## src/rtl/femto_clock_enables_if.sv

```systemverilog
// Configuration and output bundle for femto_clock_enables.
// The master side writes channel config, and the slave side (the generator) drives the enables.
interface femto_clock_enables_if #(
  parameter int unsigned NUM_CH   = 4,
  parameter int unsigned CH_SEL_W = 2,
  parameter int unsigned ACC_W    = 24
);
  logic                cfg_we;
  logic [CH_SEL_W-1:0] cfg_ch;
  logic [ACC_W-1:0]    cfg_inc;
  logic                cfg_mode;
  logic                locked;
  logic [NUM_CH-1:0]   tick;
  logic [NUM_CH-1:0]   sq;

  modport master (
    output cfg_we, cfg_ch, cfg_inc, cfg_mode,
    input  locked, tick, sq
  );

  modport slave (
    input  cfg_we, cfg_ch, cfg_inc, cfg_mode,
    output locked, tick, sq
  );
endinterface

```

## src/rtl/femto_clock_enables.sv

```systemverilog
// Multi-channel NCO clock-enable generator with a startup settle sequencer.
// Each channel emits a tick on phase accumulator overflow and can optionally output its MSB as a square wave.
module femto_clock_enables #(
  parameter int unsigned NUM_CH      = 4,
  parameter int unsigned CH_SEL_W    = 2,
  parameter int unsigned ACC_W       = 24,
  parameter int unsigned LOCK_CYCLES = 1024
) (
  input  logic                   clk,
  input  logic                   resetn,
  femto_clock_enables_if.slave   bus
);

  localparam int unsigned CNT_W = $clog2(LOCK_CYCLES + 1);
  localparam logic [CNT_W-1:0] CNT_LAST = CNT_W'(LOCK_CYCLES - 1);

  typedef enum logic {SETTLE, RUN} state_e;

  state_e            state_q, state_d;
  logic [CNT_W-1:0]  cnt_q, cnt_d;
  logic              locked_q, locked_d;
  logic [ACC_W-1:0]  acc_q [NUM_CH];
  logic [ACC_W-1:0]  acc_d [NUM_CH];
  logic [ACC_W-1:0]  inc_q [NUM_CH];
  logic [ACC_W-1:0]  inc_d [NUM_CH];
  logic [ACC_W:0]    sum   [NUM_CH];
  logic [NUM_CH-1:0] mode_q, mode_d;
  logic [NUM_CH-1:0] tick_q, tick_d;
  logic [NUM_CH-1:0] sq_q, sq_d;
  logic              wr_valid;

  assign wr_valid = bus.cfg_we && (32'(bus.cfg_ch) < NUM_CH);

  always_comb begin
    state_d  = state_q;
    cnt_d    = cnt_q;
    locked_d = locked_q;
    mode_d   = mode_q;
    tick_d   = '0;
    sq_d     = '0;
    for (int unsigned i = 0; i < NUM_CH; i++) begin
      sum[i]   = {1'b0, acc_q[i]} + {1'b0, inc_q[i]};
      acc_d[i] = acc_q[i];
      inc_d[i] = inc_q[i];
    end

    unique case (state_q)
      SETTLE: begin
        if (cnt_q == CNT_LAST) begin
          state_d  = RUN;
          locked_d = 1'b1;
        end else begin
          cnt_d = cnt_q + 1'b1;
        end
        for (int unsigned i = 0; i < NUM_CH; i++) acc_d[i] = '0;
      end
      RUN: begin
        for (int unsigned i = 0; i < NUM_CH; i++) begin
          acc_d[i]  = sum[i][ACC_W-1:0];
          tick_d[i] = sum[i][ACC_W];
          sq_d[i]   = mode_q[i] & sum[i][ACC_W-1];
        end
      end
      default: state_d = SETTLE;
    endcase

    // A config write overrides the accumulate step, so the channel restarts its phase from zero.
    for (int unsigned i = 0; i < NUM_CH; i++) begin
      if (wr_valid && bus.cfg_ch == CH_SEL_W'(i)) begin
        inc_d[i]  = bus.cfg_inc;
        mode_d[i] = bus.cfg_mode;
        acc_d[i]  = '0;
        tick_d[i] = 1'b0;
        sq_d[i]   = 1'b0;
      end
    end
  end

  always_ff @(posedge clk) begin
    if (!resetn) begin
      state_q  <= SETTLE;
      cnt_q    <= '0;
      locked_q <= 1'b0;
      mode_q   <= '0;
      tick_q   <= '0;
      sq_q     <= '0;
      for (int unsigned i = 0; i < NUM_CH; i++) begin
        acc_q[i] <= '0;
        inc_q[i] <= '0;
      end
    end else begin
      state_q  <= state_d;
      cnt_q    <= cnt_d;
      locked_q <= locked_d;
      mode_q   <= mode_d;
      tick_q   <= tick_d;
      sq_q     <= sq_d;
      for (int unsigned i = 0; i < NUM_CH; i++) begin
        acc_q[i] <= acc_d[i];
        inc_q[i] <= inc_d[i];
      end
    end
  end

  assign bus.locked = locked_q;
  assign bus.tick   = tick_q;
  assign bus.sq     = sq_q;

endmodule
```

## src/flat_wrapper.sv

```systemverilog
// flat-port wrapper written by rule: the top's interface ports become plain ports
module femto_clock_enables_flat 
#(
  parameter int unsigned NUM_CH      = 4,
  parameter int unsigned CH_SEL_W    = 2,
  parameter int unsigned ACC_W       = 24,
  parameter int unsigned LOCK_CYCLES = 1024
)
  (clk, resetn, bus_cfg_we, bus_cfg_ch, bus_cfg_inc, bus_cfg_mode, bus_locked, bus_tick, bus_sq);
  femto_clock_enables_if #(.NUM_CH(NUM_CH), .CH_SEL_W(CH_SEL_W), .ACC_W(ACC_W)) bus_i ();
  input  logic clk;
  input  logic resetn;
  input wire logic [$bits(bus_i.cfg_we)-1:0] bus_cfg_we;
  input wire logic [$bits(bus_i.cfg_ch)-1:0] bus_cfg_ch;
  input wire logic [$bits(bus_i.cfg_inc)-1:0] bus_cfg_inc;
  input wire logic [$bits(bus_i.cfg_mode)-1:0] bus_cfg_mode;
  output wire logic [$bits(bus_i.locked)-1:0] bus_locked;
  output wire logic [$bits(bus_i.tick)-1:0] bus_tick;
  output wire logic [$bits(bus_i.sq)-1:0] bus_sq;
  assign bus_i.cfg_we = bus_cfg_we;
  assign bus_i.cfg_ch = bus_cfg_ch;
  assign bus_i.cfg_inc = bus_cfg_inc;
  assign bus_i.cfg_mode = bus_cfg_mode;
  assign bus_locked = bus_i.locked;
  assign bus_tick = bus_i.tick;
  assign bus_sq = bus_i.sq;
  femto_clock_enables #(.NUM_CH(NUM_CH), .CH_SEL_W(CH_SEL_W), .ACC_W(ACC_W), .LOCK_CYCLES(LOCK_CYCLES)) u_core (.clk(clk), .resetn(resetn), .bus(bus_i));
endmodule
```

## config.mk

```make
export PLATFORM = sky130hd
export DESIGN_NAME = femto_clock_enables_flat
export DESIGN_NICKNAME = d
export VERILOG_FILES = /design/src/rtl/femto_clock_enables_if.sv /design/src/rtl/femto_clock_enables.sv /design/src/flat_wrapper.sv
export SDC_FILE = /design/constraint.sdc
export NUM_CORES = 1
export LEC_CHECK = 0
export CAP_MARGIN = 20
export CORE_UTILIZATION = 56
export CTS_CLUSTER_DIAMETER = 80
export DETAILED_ROUTE_END_ITERATION = 10
export MAX_ROUTING_LAYER = met4
export PLACE_DENSITY = 0.77
export SYNTH_ARGS = -nofsm -noshare
export SYNTH_HDL_FRONTEND = slang
export SYNTH_SLANG_ARGS = --single-unit
```

## constraint.sdc

```tcl
create_clock -name clk -period 2.2 [get_ports clk]
set_input_delay 0.44 -clock clk [delete_from_list [all_inputs] [get_ports clk]]
set_output_delay 0.44 -clock clk [all_outputs]
set_load 0.05 [all_outputs]
```

; After elaboration in Yosys (flattened, before gate mapping)
; Memory sizes are Yosys's and may differ from the RTL's.
; Index checks and enable logic that the tools add are counted.
[op_classes]
addsub = 5
eq_ne = 4
reduce_logical = 11
bitwise_logic = 15
mux = 21
[op_table]
columns = operator, count
row1 = $mux W24, 16
row2 = $pmux W96 S2, 1
row3 = $add A24 B24 Y25, 4
row4 = $reduce_or A3 Y1, 4
row5 = $add A11 B1 Y11 const B, 1
row6 = $eq A11 B10 Y1 const B, 1
row7 = $or A1 B1 Y1, 8
row8 = $and A1 B1 Y1, 4
row9 = $eq A2 B2 Y1 const B, 2
row10 = $logic_and A1 B1 Y1, 4
row11 = $mux W1, 4
row12 = $reduce_and A2 Y1, 2
row13 = $not A1 Y1, 3
row14 = $eq A2 B1 Y1 const B, 1
row15 = $logic_not A2 Y1, 1
[totals]
mem_count = 2
ramBits = 192
output_inout_bits = 9
reg_bits = 25
[mem_list]
columns = name, words, word_bits, rd, rd_clocked_by_memory_dff, write_ports, line
row1 = u_core.acc_q, 4, 24, 4, 0, 4, femto_clock_enables.sv:22  ; logic [ACC_W-1:0] acc_q [NUM_CH];
row2 = u_core.inc_q, 4, 24, 4, 0, 4, femto_clock_enables.sv:24  ; logic [ACC_W-1:0] inc_q [NUM_CH];

; Logic depth before layout (Yosys ltp)
[logic_depth]
depth_word = 4
mapped_depth = 9
depth_no_buf = 9

; Worst setup path after synthesis
; OpenSTA, ideal clock, no wires.
[synth_path]
path_type = register -> register
from = mem u_core.acc_q[1][0], in the netlist u_core.acc_q[0][24]
to = mem u_core.acc_q[1][18], in the netlist u_core.acc_q[0][42]
t_arrival_ns = 2.311
path_stages_with_launch = 10
slack_ns = -0.183
setup_time_ns = 0.072
n_path_buf = 0
t_required_ns = 2.128
path_cell_list = dfxtp_1 ha_1 fa_1 a21oi_1 o21ai_1 o2bb2ai_1 or3_1 a31o_2 a31oi_1 mux2i_1
[synth_lines]
columns = element, line
row1 = start: declaration, femto_clock_enables.sv:22

==> metrics.md <==
| Metric | Value |
|---|---|
| Status | `finished, violations left` |
| Failing checks | `setup timing` |
| Max Cap Viol | `0` |
| Crit path cell chain | `ha_4 > fa_2 > a21o_1 > a221oi_2 > o211ai_1 > a211oi_2 > buf_4 > nor3_2 > o21a_1 > nor3_1` |
| Clock Sinks | `217` |
| #FFs+latches synth | `approximately 220` |
| Syn_nets | `1495` |
| Most frequent cells in the layout | `nand2_1, dfxtp_1, nor2_1` |
| Synth area leader | `dfxtp_1` |
| Drt total wl | `30100 microns` |
| Setup TNS Final | `-942 ps` |
| Gate power share | `0.061` |
| Placer Congestion | `0.922` |
| Die H | `approximately 150 microns` |
| CP max FO | `4` |
| Worst slew margin | `0.630` |
| Nets | `1609` |
| H-Tree Level Count | `1` |
| Final Hold Vio Count | `0` |
| Final setup violation count | `9` |
| Critical path data required time | `2650 ps` |
| Syn. warnings | `0` |
| Commonest non-fill, non-tap cell in the layout | `nand2_1` |
| Clk buf depth | `3` |
| DRC viols | `0` |
| Clk root buf | `clkbuf_16` |
| Area contributors post-synth | `dfxtp_1, ha_1, nand2_1` |
| WL per Instance | `17.1 microns` |
| Global-route wire length before repair | `47100 microns` |
| Initial Util | `0.569` |
| Slowest cell delay on critical path | `390 ps` |
| Max stage delay cell, worst path | `a211oi_2` |
| Startpoint Class | `register` |
| Worst VDD drop | `0.666 mV` |
| Drt first pass iters | `5` |
| Prevailing post-synth register cell | `dfxtp_1` |
| Register area share after synthesis | `0.378` |
| Die ar. | `21100 sq um` |
| Ports | `39` |
| Number of flops mapped to enable cells by yosys | `0` |
| Part of the power in registers | `0.471` |
| # rows | `52` |
| Synthesized cell area | `11500 sq um` |
| Largest net degree at the start of global routing | `70` |
| Pre-CTS setup slack | `-151 ps` |
| CTS tree | `done` |
| Synthesis-to-layout area growth | `25.4%` |
| Data arrival, critical path | `~2900 ps` |
| RSZ-0062 raised after global routing | `yes` |
| Syn Area/Cell | `8.42 sq um` |
| Antenna diodes | `0` |
| Via density | `5.78` |
| Dpl hpwl | `~20000 microns` |
| Post-synthesis instance total | `1364` |
| Via count | `10200` |
| Post-route minimum period | `2420 ps` |
| Top cell type's share of synthesized area | `0.378` |
| Layout cells sized above 1 | `0.197` |
| Min-Delay Path Class | `register to register` |
| Vias in the first global route | `9742` |
| Async SR Flop Fraction | `0` |
| Initial antenna violation count | `0` |
| Leak Pwr | `5.80 nW` |
| P_sw | `2.00 mW` |
| Clk pwr share | `0.467` |
| Worst-path clk slew | `about 60 ps` |
| Final Cycle Share | `1.10` |
| Max-slew violations | `0` |
| Int Pwr | `6.59 mW` |
| Setup Skew | `7.62 ps` |
| Core Region | `20200 sq um` |
| Worst-Margin Slew | `between 500 and 600 ps` |
| All-layer global routing usage | `0.281` |
| Final ANT Viol Nets | `0` |
| Num CTS Buffers | `25` |
| Power per cell area | `596 nW/um^2` |
| Die Width | `145 microns` |
| Library cells used by synthesis | `66` |
| Total global routing overflow | `0` |
| Clk_lat worst skew | `520 ps` |
| Crit Path Class | `register to register` |
| CP endpoint kind | `register` |
| Fmax achieved | `~410 MHz` |
| Sw frac | `0.232` |
| Buf/Inv on CP | `1` |
| Port-buffer cells | `38` |
| PnR worst setup slack | `-221 ps` |
| Iter 0 DRT Violations | `553` |
| CP delay by family, top | `compound AO/OA/AOI/OAI gates` |
## power groups by stage
stage	combinational, mW	clock, mW	sequential, mW
after floorplan	0.283	0	4.11
after global placement	0.482	0	4.12
after detailed placement	0.493	0	4.13
after CTS	0.502	4.05	4.04
after global routing	0.572	4.25	4.05
final	0.528	4.01	4.05
## layer usage
metal  global-route usage  vias up  share of wire
met1                0.351     4863           0.45
li1                     -     5023              -
met2                0.475      252           0.47
met3               0.0387       71          0.048
met5                    -        -              0
met4               0.0811        0          0.032
## cells by family (layout without fill, tap and decap cells)
family                   count (synthesis)  count (layout)  share of synthesized area
multiplexers                             3               3                    0.00262
buffers and inverters                   74             206                     0.0243
adder cells (fa/ha/maj)                101             101                      0.113
AND/OR/NAND/NOR                        522             522                      0.204
flip-flops                             217             217                      0.378
AO/OA/AOI/OAI                          370             370                      0.219
XOR/XNOR                                77              77                     0.0587
## final timing paths
check | cells past startpoint | slack, ps | from | endpoint
worst max-delay path | 10 | -220 | u_core.inc_q[2][0] | u_core.acc_q[0][70]
worst min-delay path | 1 | 450 | u_core.cnt_q[10] | u_core.cnt_q[10]
worst max register to register | 10 | -220 | u_core.inc_q[2][0] | u_core.acc_q[0][70]
worst min register to register | 1 | 450 | u_core.cnt_q[10] | u_core.cnt_q[10]
## sequential cells by signal, indices dropped and copies added (netlist names)
register           count
u_core.acc_q          96
u_core.inc_q          96
u_core.state_q         1
u_core.bus.tick        4
u_core.cnt_q          11
u_core.bus.sq          4
u_core.mode_q          4
u_core.bus.locked      1
## stage by stage
step | utilization | area, sq um | cells | power, mW | hold slack (ps)
CTS | 0.681 | 13700 | 1754 | 8.60 | 444
finish | 0.714 | 14400 | 1766 | 8.59 | 446
floorplan | - | 11500 | 1364 | 4.39 | 428
global route | 0.714 | 14400 | 1766 | 8.87 | 467
detailed placement | 0.629 | 12700 | 1700 | 4.62 | 436
global placement | 0.629 | 12700 | 1700 | 4.61 | 435
## cells in the mapped netlist, drive strengths merged (2+ instances only)
master     n
nand2    251
dfxtp    217
nor2     111
a21boi   109
ha        97
a21oi     86
clkbuf    51
o21ai     47
xor2      41
a21o      36
xnor2     36
nand3     29
and2      25
nor3      22
nand4     21
inv       19
o21a      16
a211oi    13
and3      13
o21bai    12
nor2b     11
a31oi     10
nor3b      8
nand2b     7
or3        7
a211o      6
o211ai     6
o31ai      6
a41oi      5
and4       4
buf        4
fa         4
or2        4
mux2i      3
a221oi     2
a311oi     2
nand3b     2
o2111ai    2
o211a      2
o2bb2ai    2
or3b       2
## final cells by class
type	instances	area (sq um)
Timing Repair Buffer	142	1200
Inverter	19	71.3
Tap cell	270	338
Multi-Input combinational cell	1073	7610
Fill cell	1525	5770
Clock buffer	37	721
Sequential cell	217	4380
Clock inverter	8	71.3
## repair_timing
item	in CTS	in global routing
hold buffers	0	0
setup buffers	9	15
resized for setup	33	118
endpoints found under the setup margin	28	48
pin swaps	27	70
No activity file was read; power rests on OpenSTA's default activity.
